**src/rtl/inst_boot_loader.sv**
```systemverilog
`timescale 1ns/1ps
`default_nettype none
// ============================================================================
// Module   : inst_boot_loader
// Brief    : Streams instruction words into imem, pads with FILL_WORD, then
//            releases core reset. Optional macro: INST_BOOT_CHECKSUM_EN.
// Revision : 1.0 - initial release
// ============================================================================
module inst_boot_loader #(
    parameter int unsigned          DATA_W      = 32,
    parameter int unsigned          ADDR_W      = 32,
    parameter int unsigned          DEPTH       = 256,
    parameter logic [ADDR_W-1:0]    BASE_ADDR   = '0,
    parameter logic [ADDR_W-1:0]    ADDR_STEP   = ADDR_W'(4),
    parameter logic [DATA_W-1:0]    FILL_WORD   = '0,
    parameter int unsigned          RELEASE_DLY = 2
) (
    input  logic                        clk,
    input  logic                        rst_n,
    input  logic                        start,
    input  logic                        src_valid,
    input  logic [DATA_W-1:0]           src_data,
    input  logic                        src_last,
`ifdef INST_BOOT_CHECKSUM_EN
    input  logic [DATA_W-1:0]           exp_sum,
`endif
    output logic                        src_ready,
    output logic                        load_en,
    output logic [ADDR_W-1:0]           Inst_addr_load,
    output logic [DATA_W-1:0]           Inst_load,
    output logic                        core_rst_n,
    output logic                        busy,
    output logic                        done,
    output logic [$clog2(DEPTH+1)-1:0]  word_count,
    output logic                        err
);

    localparam int unsigned IDX_W = (DEPTH > 1) ? $clog2(DEPTH) : 1;
    localparam int unsigned CNT_W = $clog2(DEPTH + 1);
    localparam int unsigned DLY_W = (RELEASE_DLY > 0) ? $clog2(RELEASE_DLY + 1) : 1;
    localparam logic [IDX_W-1:0] c_idx_last = IDX_W'(DEPTH - 1);
    localparam logic [DLY_W-1:0] c_dly_last = DLY_W'(RELEASE_DLY);

    typedef enum logic [2:0] {
        ST_IDLE  = 3'd0,
        ST_LOAD  = 3'd1,
        ST_FILL  = 3'd2,
        ST_HOLD  = 3'd3,
        ST_DONE  = 3'd4
`ifdef INST_BOOT_CHECKSUM_EN
        , ST_ERROR = 3'd5
`endif
    } state_t;

    state_t              state_q, state_d;
    logic [IDX_W-1:0]    idx_q, idx_d;
    logic [CNT_W-1:0]    word_count_q, word_count_d;
    logic                load_en_q, load_en_d;
    logic [ADDR_W-1:0]   addr_q, addr_d;
    logic [DATA_W-1:0]   data_q, data_d;
    logic [DLY_W-1:0]    dly_q, dly_d;

    logic                w_busy;
    logic                w_stream_end;
    logic [ADDR_W-1:0]   w_addr;
    state_t              w_load_exit_st;
    state_t              w_fill_exit_st;

    assign w_busy       = (state_q == ST_LOAD) || (state_q == ST_FILL) || (state_q == ST_HOLD);
    assign w_stream_end = src_last || (idx_q == c_idx_last);
    assign w_addr       = BASE_ADDR + ADDR_W'(idx_q) * ADDR_STEP;

`ifdef INST_BOOT_CHECKSUM_EN
    logic [DATA_W-1:0]   sum_q, sum_d;
    logic                bad_q, bad_d;
    logic [DATA_W-1:0]   w_sum_next;
    logic                w_bad_now;

    // The checksum covers the word being accepted in the same cycle.
    assign w_sum_next     = sum_q + src_data;
    assign w_bad_now      = (w_sum_next != exp_sum);
    assign w_load_exit_st = w_bad_now ? ST_ERROR : ST_HOLD;
    assign w_fill_exit_st = bad_q ? ST_ERROR : ST_HOLD;
`else
    assign w_load_exit_st = ST_HOLD;
    assign w_fill_exit_st = ST_HOLD;
`endif

    always_comb begin
        state_d      = state_q;
        idx_d        = idx_q;
        word_count_d = word_count_q;
        load_en_d    = 1'b0;
        addr_d       = addr_q;
        data_d       = data_q;
        dly_d        = dly_q;
`ifdef INST_BOOT_CHECKSUM_EN
        sum_d        = sum_q;
        bad_d        = bad_q;
`endif
        if (start && !w_busy) begin
            state_d      = ST_LOAD;
            idx_d        = '0;
            word_count_d = '0;
`ifdef INST_BOOT_CHECKSUM_EN
            sum_d        = '0;
            bad_d        = 1'b0;
`endif
        end else begin
            case (state_q)
                ST_LOAD: begin
                    if (src_valid) begin
                        load_en_d    = 1'b1;
                        addr_d       = w_addr;
                        data_d       = src_data;
                        idx_d        = idx_q + IDX_W'(1);
                        word_count_d = word_count_q + CNT_W'(1);
`ifdef INST_BOOT_CHECKSUM_EN
                        sum_d        = w_sum_next;
`endif
                        if (w_stream_end) begin
                            dly_d = '0;
`ifdef INST_BOOT_CHECKSUM_EN
                            bad_d = w_bad_now;
`endif
                            if (idx_q != c_idx_last) begin
                                state_d = ST_FILL;
                            end else begin
                                state_d = w_load_exit_st;
                            end
                        end
                    end
                end
                ST_FILL: begin
                    load_en_d = 1'b1;
                    addr_d    = w_addr;
                    data_d    = FILL_WORD;
                    idx_d     = idx_q + IDX_W'(1);
                    if (idx_q == c_idx_last) begin
                        dly_d   = '0;
                        state_d = w_fill_exit_st;
                    end
                end
                ST_HOLD: begin
                    // The first HOLD cycle is the cycle of the final write.
                    if (dly_q == c_dly_last) begin
                        state_d = ST_DONE;
                    end else begin
                        dly_d = dly_q + DLY_W'(1);
                    end
                end
                default: begin
                end
            endcase
        end
    end

    always_ff @(posedge clk) begin
        if (!rst_n) begin
            state_q      <= ST_IDLE;
            idx_q        <= '0;
            word_count_q <= '0;
            load_en_q    <= 1'b0;
            addr_q       <= '0;
            data_q       <= '0;
            dly_q        <= '0;
`ifdef INST_BOOT_CHECKSUM_EN
            sum_q        <= '0;
            bad_q        <= 1'b0;
`endif
        end else begin
            state_q      <= state_d;
            idx_q        <= idx_d;
            word_count_q <= word_count_d;
            load_en_q    <= load_en_d;
            addr_q       <= addr_d;
            data_q       <= data_d;
            dly_q        <= dly_d;
`ifdef INST_BOOT_CHECKSUM_EN
            sum_q        <= sum_d;
            bad_q        <= bad_d;
`endif
        end
    end

    assign src_ready      = (state_q == ST_LOAD);
    assign load_en        = load_en_q;
    assign Inst_addr_load = addr_q;
    assign Inst_load      = data_q;
    assign core_rst_n     = (state_q == ST_DONE);
    assign busy           = w_busy;
    assign done           = (state_q == ST_DONE);
    assign word_count     = word_count_q;
`ifdef INST_BOOT_CHECKSUM_EN
    assign err            = (state_q == ST_ERROR);
`else
    assign err            = 1'b0;
`endif

endmodule
`default_nettype wire

```
**config.mk**
```make
export PLATFORM = sky130hd
export DESIGN_NAME = inst_boot_loader
export DESIGN_NICKNAME = d
export VERILOG_FILES = /design/src/rtl/inst_boot_loader.sv
export SDC_FILE = /design/constraint.sdc
export NUM_CORES = 1
export LEC_CHECK = 0
export CAP_MARGIN = 20
export CELL_PAD_IN_SITES_DETAIL_PLACEMENT = 1
export CELL_PAD_IN_SITES_GLOBAL_PLACEMENT = 1
export CORE_MARGIN = 4
export CORE_UTILIZATION = 32
export DETAILED_ROUTE_END_ITERATION = 10
export PLACE_DENSITY_LB_ADDON = 0.25
export SYNTH_ARGS = -nofsm -noshare
export SYNTH_HDL_FRONTEND = slang
export SYNTH_SLANG_ARGS = --single-unit
export TNS_END_PERCENT = 10
```
**constraint.sdc**
```tcl
create_clock -name clk -period 3.7 [get_ports clk]
set_clock_uncertainty 0.1 [all_clocks]
set_input_delay 0.37 -clock clk [delete_from_list [all_inputs] [get_ports clk]]
set_output_delay 0.37 -clock clk [all_outputs]
set_load 0.005 [all_outputs]
```
Word-level counts from Yosys, hierarchy flattened
Cells that the tools add are included.

Memories kept: 0. Output and inout port bits: 79. Word-level logic and storage cells: 64. Memory bits (read-only): 0. Memory bits (writable): 0. Latch bits: 0. Input bits: 37. Register bits after elaboration: 87.

Div/mod/pow operators: 0. Shift operators: 0. Add/sub/neg operators: 3. Magnitude comparators: 0. Reduce and logical (&&, ||, !) cells: 15. Multiplexer cells: 20. Bitwise gates (word level): 2. Equality and inequality tests: 16. Multiply operators: 0.

Operator list (number): $pmux W32 S2 (2); $mux W32 (2); $pmux W8 S2 (1); $mux W3 (4); $reduce_and A5 Y1 (2); $add A9 B1 Y9 const B (1); $ne A3 B1 Y1 const B (3); $pmux W3 S3 (1); $add A8 B1 Y8 const B (1); $eq A8 B8 Y1 const B (1); $mux W2 (4); $mux W8 (1); $ne A8 B8 Y1 const B (1); $eq A3 B2 Y1 const B (2); $ne A2 B1 Y1 const B (3); $pmux W2 S3 (1); $reduce_and A6 Y1 (1); $ne A2 B2 Y1 const B (2); $reduce_and A2 Y1 (2); $reduce_bool A4 Y1 (1); $eq A3 B1 Y1 const B (1); $eq A3 B3 Y1 const B (1); $logic_or A1 B1 Y1 (3); $mux W1 (3); 11 further kinds (12).

Depth between registers and ports, before layout
Gate-level depths: netlist (run 1).

Depth after elaboration: 7. Gate-level depth with buffers: 6. Gate-level depth less buffers: 6.

Least setup slack after synthesis (run 1)
OpenSTA, ideal clock, no wires.

Path kind: register -> register. From: register idx_q[0]. To: register dly_q[0]. Stages on the path, launching flop included: 6. Data required time: 3484 ps. Buffers on the path: 0. Period minus slack after synthesis: 1668 ps. Path slack: 2032 ps. Arrival: 1452 ps. Library setup time: 116 ps. Path through: dfxtp_1 > ha_1 > nand3_1 > a2bb2oi_1 > or4_1 > a41o_1.

Cells in the longest elaborated chain, start to end: 4. Elaborated cells on any way between the ends: 5. Those cells by class: eq/ne (3); reduce/logical (2).

Ends and longest elaborated chain: start: declaration (RTL line 56) `logic [IDX_W-1:0] idx_q, idx_d;`; start signal: assignment (RTL line 173) `idx_q <= idx_d;`; $eq A8 B8 Y1 (*) (RTL line 70, 139); $logic_or A1 B1 Y1 (RTL line 70) `assign w_stream_end = src_last || (idx_q == c_idx_last);`; $ne A2 B1 Y1 (no source line); $reduce_and A6 Y1 (no source line) (*); end signal: assignment (RTL line 178) `dly_q <= dly_d;`; end: declaration (RTL line 61) `logic [DLY_W-1:0] dly_q, dly_d;`.

Mark *: on every way between the ends. The rest lies on a longest branch, timed or not. A chain may end at the register's enable or synchronous reset.

Worst setup path after layout (run 1)
From: register state_q[2]. To: output port done.

Cells in the longest elaborated chain, start to end: 1.

Ends and longest elaborated chain: start: declaration (RTL line 55) `state_t state_q, state_d;`; start signal: assignment (RTL line 172) `state_q <= state_d;`; $eq A3 B3 Y1 (RTL line 192) `assign done = (state_q == ST_DONE);`; end: declaration (RTL line 33) `output logic done,`.

No other way between the ends.

==> results.cfg, run 1 <==
[clocking]
clk_latency_ps = 330
post_cts_buffers = 0
clkSinkCount = 63
htree_levels = 3
cts_tree = yes
cts_root_buffer = clkbuf_8
path_clk_slew_ps = 70
cts_made_buffers = 9
cts_resized = 0
cts_buffer_depth = 2
postCtsHoldBufs = 0

[die]
die_area_um2 = 10100
die_h_um = 100
core-area_um2 = 8260
die_w_um = 100
io-pin-count = 116
start_util = 0.330
num_rows = 33

[synth]
postSynthCellCount = 333
ys_seq_elements = 63
yosysTopAreaCell = dfxtp_1
ys_types = 39
synth_area_leaders = dfxtp_1 (46%), nand2_1 (12%), a21oi_1 (7.5%)
netlist_area_um2 = 2730
netlist.area_leader.share = 0.463
yosysWarningCount = 0
avgSynthCellArea_um2 = 8.19
seq_area_frac_synth = 0.463

[layout]
drive_gt1_frac = 0.0615
layout.nets = 458
final_cell_mix = nand2_1 (90), clkdlybuf4s50_1 (90), dfxtp_1 (63)
area_delta_synth_final_pct = 40.4
post-route-util = 0.464
regArea_um2 = 1260
multi_input_area_um2 = 1270
nFillCells = 1007
insertedDiodeCount = 0

[sta]
fin_crit_sh = 0.659
drv_slew = 0
rsz0062_at_grt = false
setup_viol = 0
fmax_mhz = 410
hold_viol_final = 0
period_needed_ps = 2440
setup-tns-final_ps = 0
timing.slew.headroom = 0.570
tightest_slew_ps = 629

[placed_design]
io_buffer_count = 90
place_hpwl_mm = 5.44
routabilityCongestion = 0.745

[detailed_routing]
drt_iter0_markers = 58
ant_nets = 0
vias = 2478
post-route-drc-count = 0
wl_mm = 7.51
wl_per_cell_um = 14.2
drt_first_pass_iters = 4
post_drt_via_cell_ratio = 4.69

[global_route]
grt_pass1_vias = 2564
grt_overflow_total = 0
grt_first_pass_wirelength_mm = 12.3
grt_start_max_net_pins = 39
antenna_found_initial = 0
grt_usage = 0.153

[worst_hold_path]
hp-class = register to register

[setup_path]
critical_path_class = register to output port
start_kind = register
crit_fanout = 17
cp.required_ps = 3230
cp.arrival_ps = 1970
endpoint_kind = output port

[power_and_ir_drop]
p_per_area_nw_per_um2 = 409
vdd_drop_max_mv = 0.149
leakage_nw = 1.34

[run]
maxCapViolCount = 0

[run_status]
run_status = finished clean
-- where the power goes --
group | leakage (nW) | switching (W) | internal, W
Clock | 0.0912 | 0.000284 | 0.000331
Sequential | 0.510 | 0.0000248 | 0.000703
Combinational | 0.736 | 0.000108 | 0.000117
-- state kept, by name (all words and copies together) (netlist names) --
register	count
Inst_addr_load	8
Inst_load	32
dly_q	2
idx_q	8
load_en	1
state_q	3
word_count	9
-- Yosys cell counts --
library cell   n
or2_2          1
ha_1           3
nor3b_1        3
nand2_1       90
nand3_1        5
a41o_1         2
o22ai_1        1
and3_1         1
or3_1          3
conb_1         1
a2111oi_0      3
nor3_1         2
inv_1          5
nor2_1        17
a21oi_1       41
o21ai_0        4
xor2_1         3
buf_4         26
o21ai_1        2
dfxtp_1       63
buf_6          1
nor4bb_1       2
or3b_2         1
nand3b_4       1
nand4_1        4
xnor2_1        8
nand2b_1       1
a2bb2oi_1      1
a21o_1         1
o21a_1         1
buf_2          7
a211oi_1       1
a21boi_0       9
o211a_1        1
o31ai_1        2
clkbuf_1      11
or4_1          3
nand4bb_1      1
o32a_1         1
-- final timing paths --
check | from | end | slack (ps) | cells past startpoint
setup / recovery | state_q[2] | done | 1260 | 2
hold / removal | Inst_load[9] | Inst_load[9] | 350 | 2
setup reg to reg | state_q[1] | idx_q[7] | 1500 | 4
hold reg to reg | Inst_load[9] | Inst_load[9] | 350 | 2
-- critical path, stage by stage, from the launching register on --
cell and delay (ps):
dfxtp_1 740, nor3b_1 330, clkdlybuf4s50_1 570
-- cell families (layout without fill, tap and decap cells) --
group,Yosys count,in the layout,share of synthesized area
simple gates,135,135,0.222
compound gates,70,70,0.155
flops,63,63,0.463
buf+inv,50,116,0.111
xor+xnor,11,11,0.0353
fa+ha+maj,3,3,0.0138
other cells,1,25,0.00138
-- metal layers --
layer,GRT usage,part of all wire
met2,0.257,0.48
met4,0.0642,0.018
met1,0.190,0.44
met5,0,0
met3,0.0306,0.054
-- layout make-up --
type,instances,area share
timing repair buffer,95,0.245
tap,105,0.0343
sequential,63,0.329
multi-input combinational,244,0.332
clock buffer,10,0.0359
clock inverter,6,0.0180
inverter,5,0.00490
-- metrics by stage --
| step | worst slack (ps) | cell area (µm²) | hold WS (ps) | power, W | cells |
|---|---|---|---|---|---|
| 2_1_floorplan | 2030 | 2820 | 353 | 0.000866 | 357 |
| 3_3_place_gp | 1250 | 3620 | 342 | 0.000965 | 512 |
| 3_5_place_dp | 1210 | 3620 | 348 | 0.000972 | 512 |
| 4_1_cts | 1240 | 3830 | 359 | 0.00160 | 528 |
| 5_1_grt | 1140 | 3830 | 381 | 0.00166 | 528 |
| 6_report | 1260 | 3830 | 353 | 0.00157 | 528 |
Note: power is estimated with default switching activity, not from simulation.
==> run 2: changes to the inputs <==
- CORE_UTILIZATION: 32 -> 30
- clock period: 3.7 -> 2.5 ns (I/O delays scaled with it)
==> results.cfg, run 2 (synthesized netlist as in run 1, its figures left out) <==
[sta]
setup_slack_ps = 335
period_needed_ps = 2160
fmax_mhz = 462
hold_viol_final = 0
whs_ps = 352
fin_crit_sh = 0.866
setup_viol = 0
rsz0062_at_grt = false
tightest_slew_ps = 569
setup-tns-final_ps = 0
drv_slew = 0
timing.slew.headroom = 0.611

[setup_path]
critPathTopFamily = buffers and inverters
critical_path_class = register to output port
crit_fanout = 12
max_stage_delay_ps = 580
cp.required_ps = 2150
start_kind = register
crit_chain = nor2_1 > nor2_1 > clkdlybuf4s50_1
endpoint_kind = output port
cpMostUsedCell = nor2_1
crit_slowest_cell = clkdlybuf4s50_1
cp.arrival_ps = 1810
crit_buf_inv = 1

[global_route]
grt_pass1_vias = 2424
grt_first_pass_wirelength_mm = 11.6
grt_overflow_total = 0
antenna_found_initial = 0
grt_start_max_net_pins = 38
grt_usage = 0.139

[placed_design]
io_buffer_count = 90
dpl_worst_slack_ps = 250
dpl.cell_count = 517
routabilityCongestion = 0.721
place_hpwl_mm = 5.42
placed_area_um2 = 3650

[clocking]
cts_tree = yes
htree_levels = 3
clk_latency_ps = 330
cts_buffer_depth = 2
postCtsHoldBufs = 0
post_cts_buffers = 0
cts_resized = 0
cts_made_buffers = 9
path_clk_slew_ps = 70
clkSinkCount = 63
cts_root_buffer = clkbuf_8

[die]
io-pin-count = 116
core-area_um2 = 8760
die_area_um2 = 10700
num_rows = 34
start_util = 0.311
die_w_um = 103
die_h_um = 103

[layout]
stdcell_area_um2 = 3820
insertedDiodeCount = 0
layout.nets = 460
drive_gt1_frac = 0.0613
area_delta_synth_final_pct = 40.0
largest_reg_flops = 32
stdcell_count = 532
final_cell_mix = nand2_1 (90), clkdlybuf4s50_1 (90), dfxtp_1 (63)
nFillCells = 1057

[power_and_ir_drop]
p_per_area_nw_per_um2 = 571
leakage_nw = 1.34
vdd_drop_max_mv = 0.258

[detailed_routing]
wl_per_cell_um = 13.9
drt_iter0_markers = 53
ant_nets = 0
drt_first_pass_iters = 4
vias = 2457
wl_mm = 7.40
post_drt_via_cell_ratio = 4.62
post-route-drc-count = 0

[run]
maxCapViolCount = 0

[worst_hold_path]
hp-class = register to register

[run_status]
run_status = finished clean
[run 2: cell types whose count changed in the layout (fill, tap and decap cells not counted), sizes merged]
cell / previous run / this run
bufinv: 1 / 0
clkinvlp: 4 / 1
clkbuf: 10 / 11
buf: 5 / 7
clkinv: 0 / 3
inv: 6 / 5
[run 2: layer usage]
metal | vias to the layer above | GRT usage | share of wire
met5 | - | 0 | 0
met1 | 1142 | 0.181 | 0.46
met4 | 0 | 0.0598 | 0.014
met3 | 9 | 0.0342 | 0.067
met2 | 72 | 0.221 | 0.46
li1 | 1234 | - | -
[run 2: cell type report]
cell class,count,area (µm²),share of cell area
tap,108,135,0.0354
clock buffer,11,141,0.0370
clock inverter,4,22.5,0.00590
sequential,63,1260,0.330
inverter,5,18.8,0.00492
multi-input combinational,244,1270,0.333
timing repair buffer,97,966,0.253
[run 2: worst register-to-register path: stages (launching register included)]
cell and delay, ps:
dfxtp_1 580, nand2b_1 280, a21o_1 390, or4_1 570, a21oi_1 170
[run 2: where the power goes]
group | switching [W] | total (W) | internal (W)
logic | 0.000165 | 0.000345 | 0.000180
registers | 0.0000308 | 0.00107 | 0.00104
clock network | 0.000385 | 0.000761 | 0.000376
total | 0.000581 | 0.00218 | 0.00160
[run 2: final timing paths]
kind                    to  cells after the start     startpoint  slack (ps)
min          Inst_load[10]                      2  Inst_load[10]         350
min reg2reg  Inst_load[10]                      2  Inst_load[10]         350
max reg2reg       idx_q[7]                      4     state_q[1]         350
max                   busy                      3     state_q[0]         340
[run 2: per-stage QoR]
| stage | utilization | power, W |
|---|---|---|
| detailed placement | 0.417 | 0.00145 |
| global placement | 0.417 | 0.00144 |
| finish | 0.436 | 0.00218 |
| floorplan | - | 0.00128 |
| CTS | 0.436 | 0.00222 |
| global route | 0.436 | 0.00231 |
==> run 3: changes to the inputs <==
- CORE_ASPECT_RATIO: not set -> 1.25
==> results.cfg, run 3 (synthesized netlist as in run 1, its figures left out) <==
[detailed_routing]
vias = 2504
post_drt_via_cell_ratio = 4.59
post-route-drc-count = 0
highest_layer = met4
wl_per_cell_um = 13.8
drt_iter0_markers = 63
drt-met1-wl_mm = 3.20
ant_nets = 0
met3WireLength_um = 519
route.met2.wl_mm = 3.67
drt_first_pass_iters = 4
wl_mm = 7.50

[setup_path]
crit_fanout = 17
crit_slowest_cell = dfxtp_1
crit_chain = nor3b_1 > clkdlybuf4s50_1
max_stage_delay_ps = 710
cp.required_ps = 2150
cp.arrival_ps = 1930
start_kind = register
critical_path_class = register to output port
endpoint_kind = output port

[clocking]
clk_latency_ps = 340
cts_buffer_depth = 2
postCtsHoldBufs = 0
cts_tree = yes
cts_made_buffers = 9
path_clk_slew_ps = 70
cts_root_buffer = clkbuf_8
clkSinkCount = 63
post_cts_buffers = 0
htree_levels = 3
cts_resized = 0

[global_route]
grt_pass1_vias = 2505
grt_start_max_net_pins = 34
grt_first_pass_wirelength_mm = 12.1
grt_usage = 0.141
antenna_found_initial = 0
grt_overflow_total = 0

[layout]
drive_gt1_frac = 0.0635
stdcell_area_um2 = 3830
area_delta_synth_final_pct = 40.4
largest_reg_flops = 32
layout.nets = 461
final_cell_mix = nand2_1 (90), clkdlybuf4s50_1 (90), dfxtp_1 (63)
insertedDiodeCount = 0

[placed_design]
routabilityCongestion = 0.750
placed_area_um2 = 3660
io_buffer_count = 90
place_hpwl_mm = 5.46

[sta]
fmax_mhz = 438
drv_slew = 0
hold_viol_final = 0
setup_viol = 0
fin_crit_sh = 0.913
timing.slew.headroom = 0.589
tightest_slew_ps = 615
period_needed_ps = 2280
setup-tns-final_ps = 0
rsz0062_at_grt = false

[die]
core-area_um2 = 8800
start_util = 0.310
die_h_um = 115
die_w_um = 93.3
die_area_um2 = 10700
num_rows = 38
io-pin-count = 116

[worst_hold_path]
hp-class = register to register

[power_and_ir_drop]
p_per_area_nw_per_um2 = 572
leakage_nw = 1.35
vdd_drop_max_mv = 0.246

[run]
maxCapViolCount = 0

[run_status]
run_status = finished clean
-- run 3: report_power, final --
group | internal [W] | switching (W) | leakage (nW)
sequential | 0.00104 | 0.0000352 | 0.510
clock | 0.000376 | 0.000398 | 0.0850
combinational | 0.000178 | 0.000161 | 0.751
-- run 3: critical path: cells and delay by family (launching register included) --
kind / cells / cell delay [ps]
buffers and inverters: 1 / 560
flip-flops: 1 / 710
AND/OR/NAND/NOR: 1 / 330
-- run 3: per-stage QoR --
step                      total power [W]  utilization  std cells  hold slack, ps  worst slack [ps]
after floorplan                   0.00128            -        357             286               832
after global placement            0.00144        0.417        530             342               424
after detailed placement          0.00144        0.417        530             347               373
after CTS                         0.00223        0.435        545             336               162
after global routing              0.00231        0.435        545             350              92.4
final                             0.00219        0.435        545             353               217
-- run 3: path summary, 6_finish.rpt --
check / endpoint / cells after the start / startpoint / slack, ps
max: core_rst_n / 2 / state_q[2] / 220
min: Inst_load[11] / 2 / Inst_load[11] / 350
max reg2reg: idx_q[7] / 4 / state_q[1] / 470
min reg2reg: Inst_load[11] / 2 / Inst_load[11] / 350
-- run 3: area by class of cell --
class	count	area (µm²)
flip-flops and latches	63	1260
multi-input cells	244	1270
inverters	5	18.8
clock inverters	4	22.5
clock buffers	11	141
well taps	120	150
repair buffers	98	961
fillers	1062	4970
-- run 3: layer usage --
layer / vias up / GRT usage
li1: 1237 / -
met1: 1186 / 0.164
met2: 72 / 0.244
met3: 9 / 0.0414
met4: 0 / 0.0499
met5: - / 0
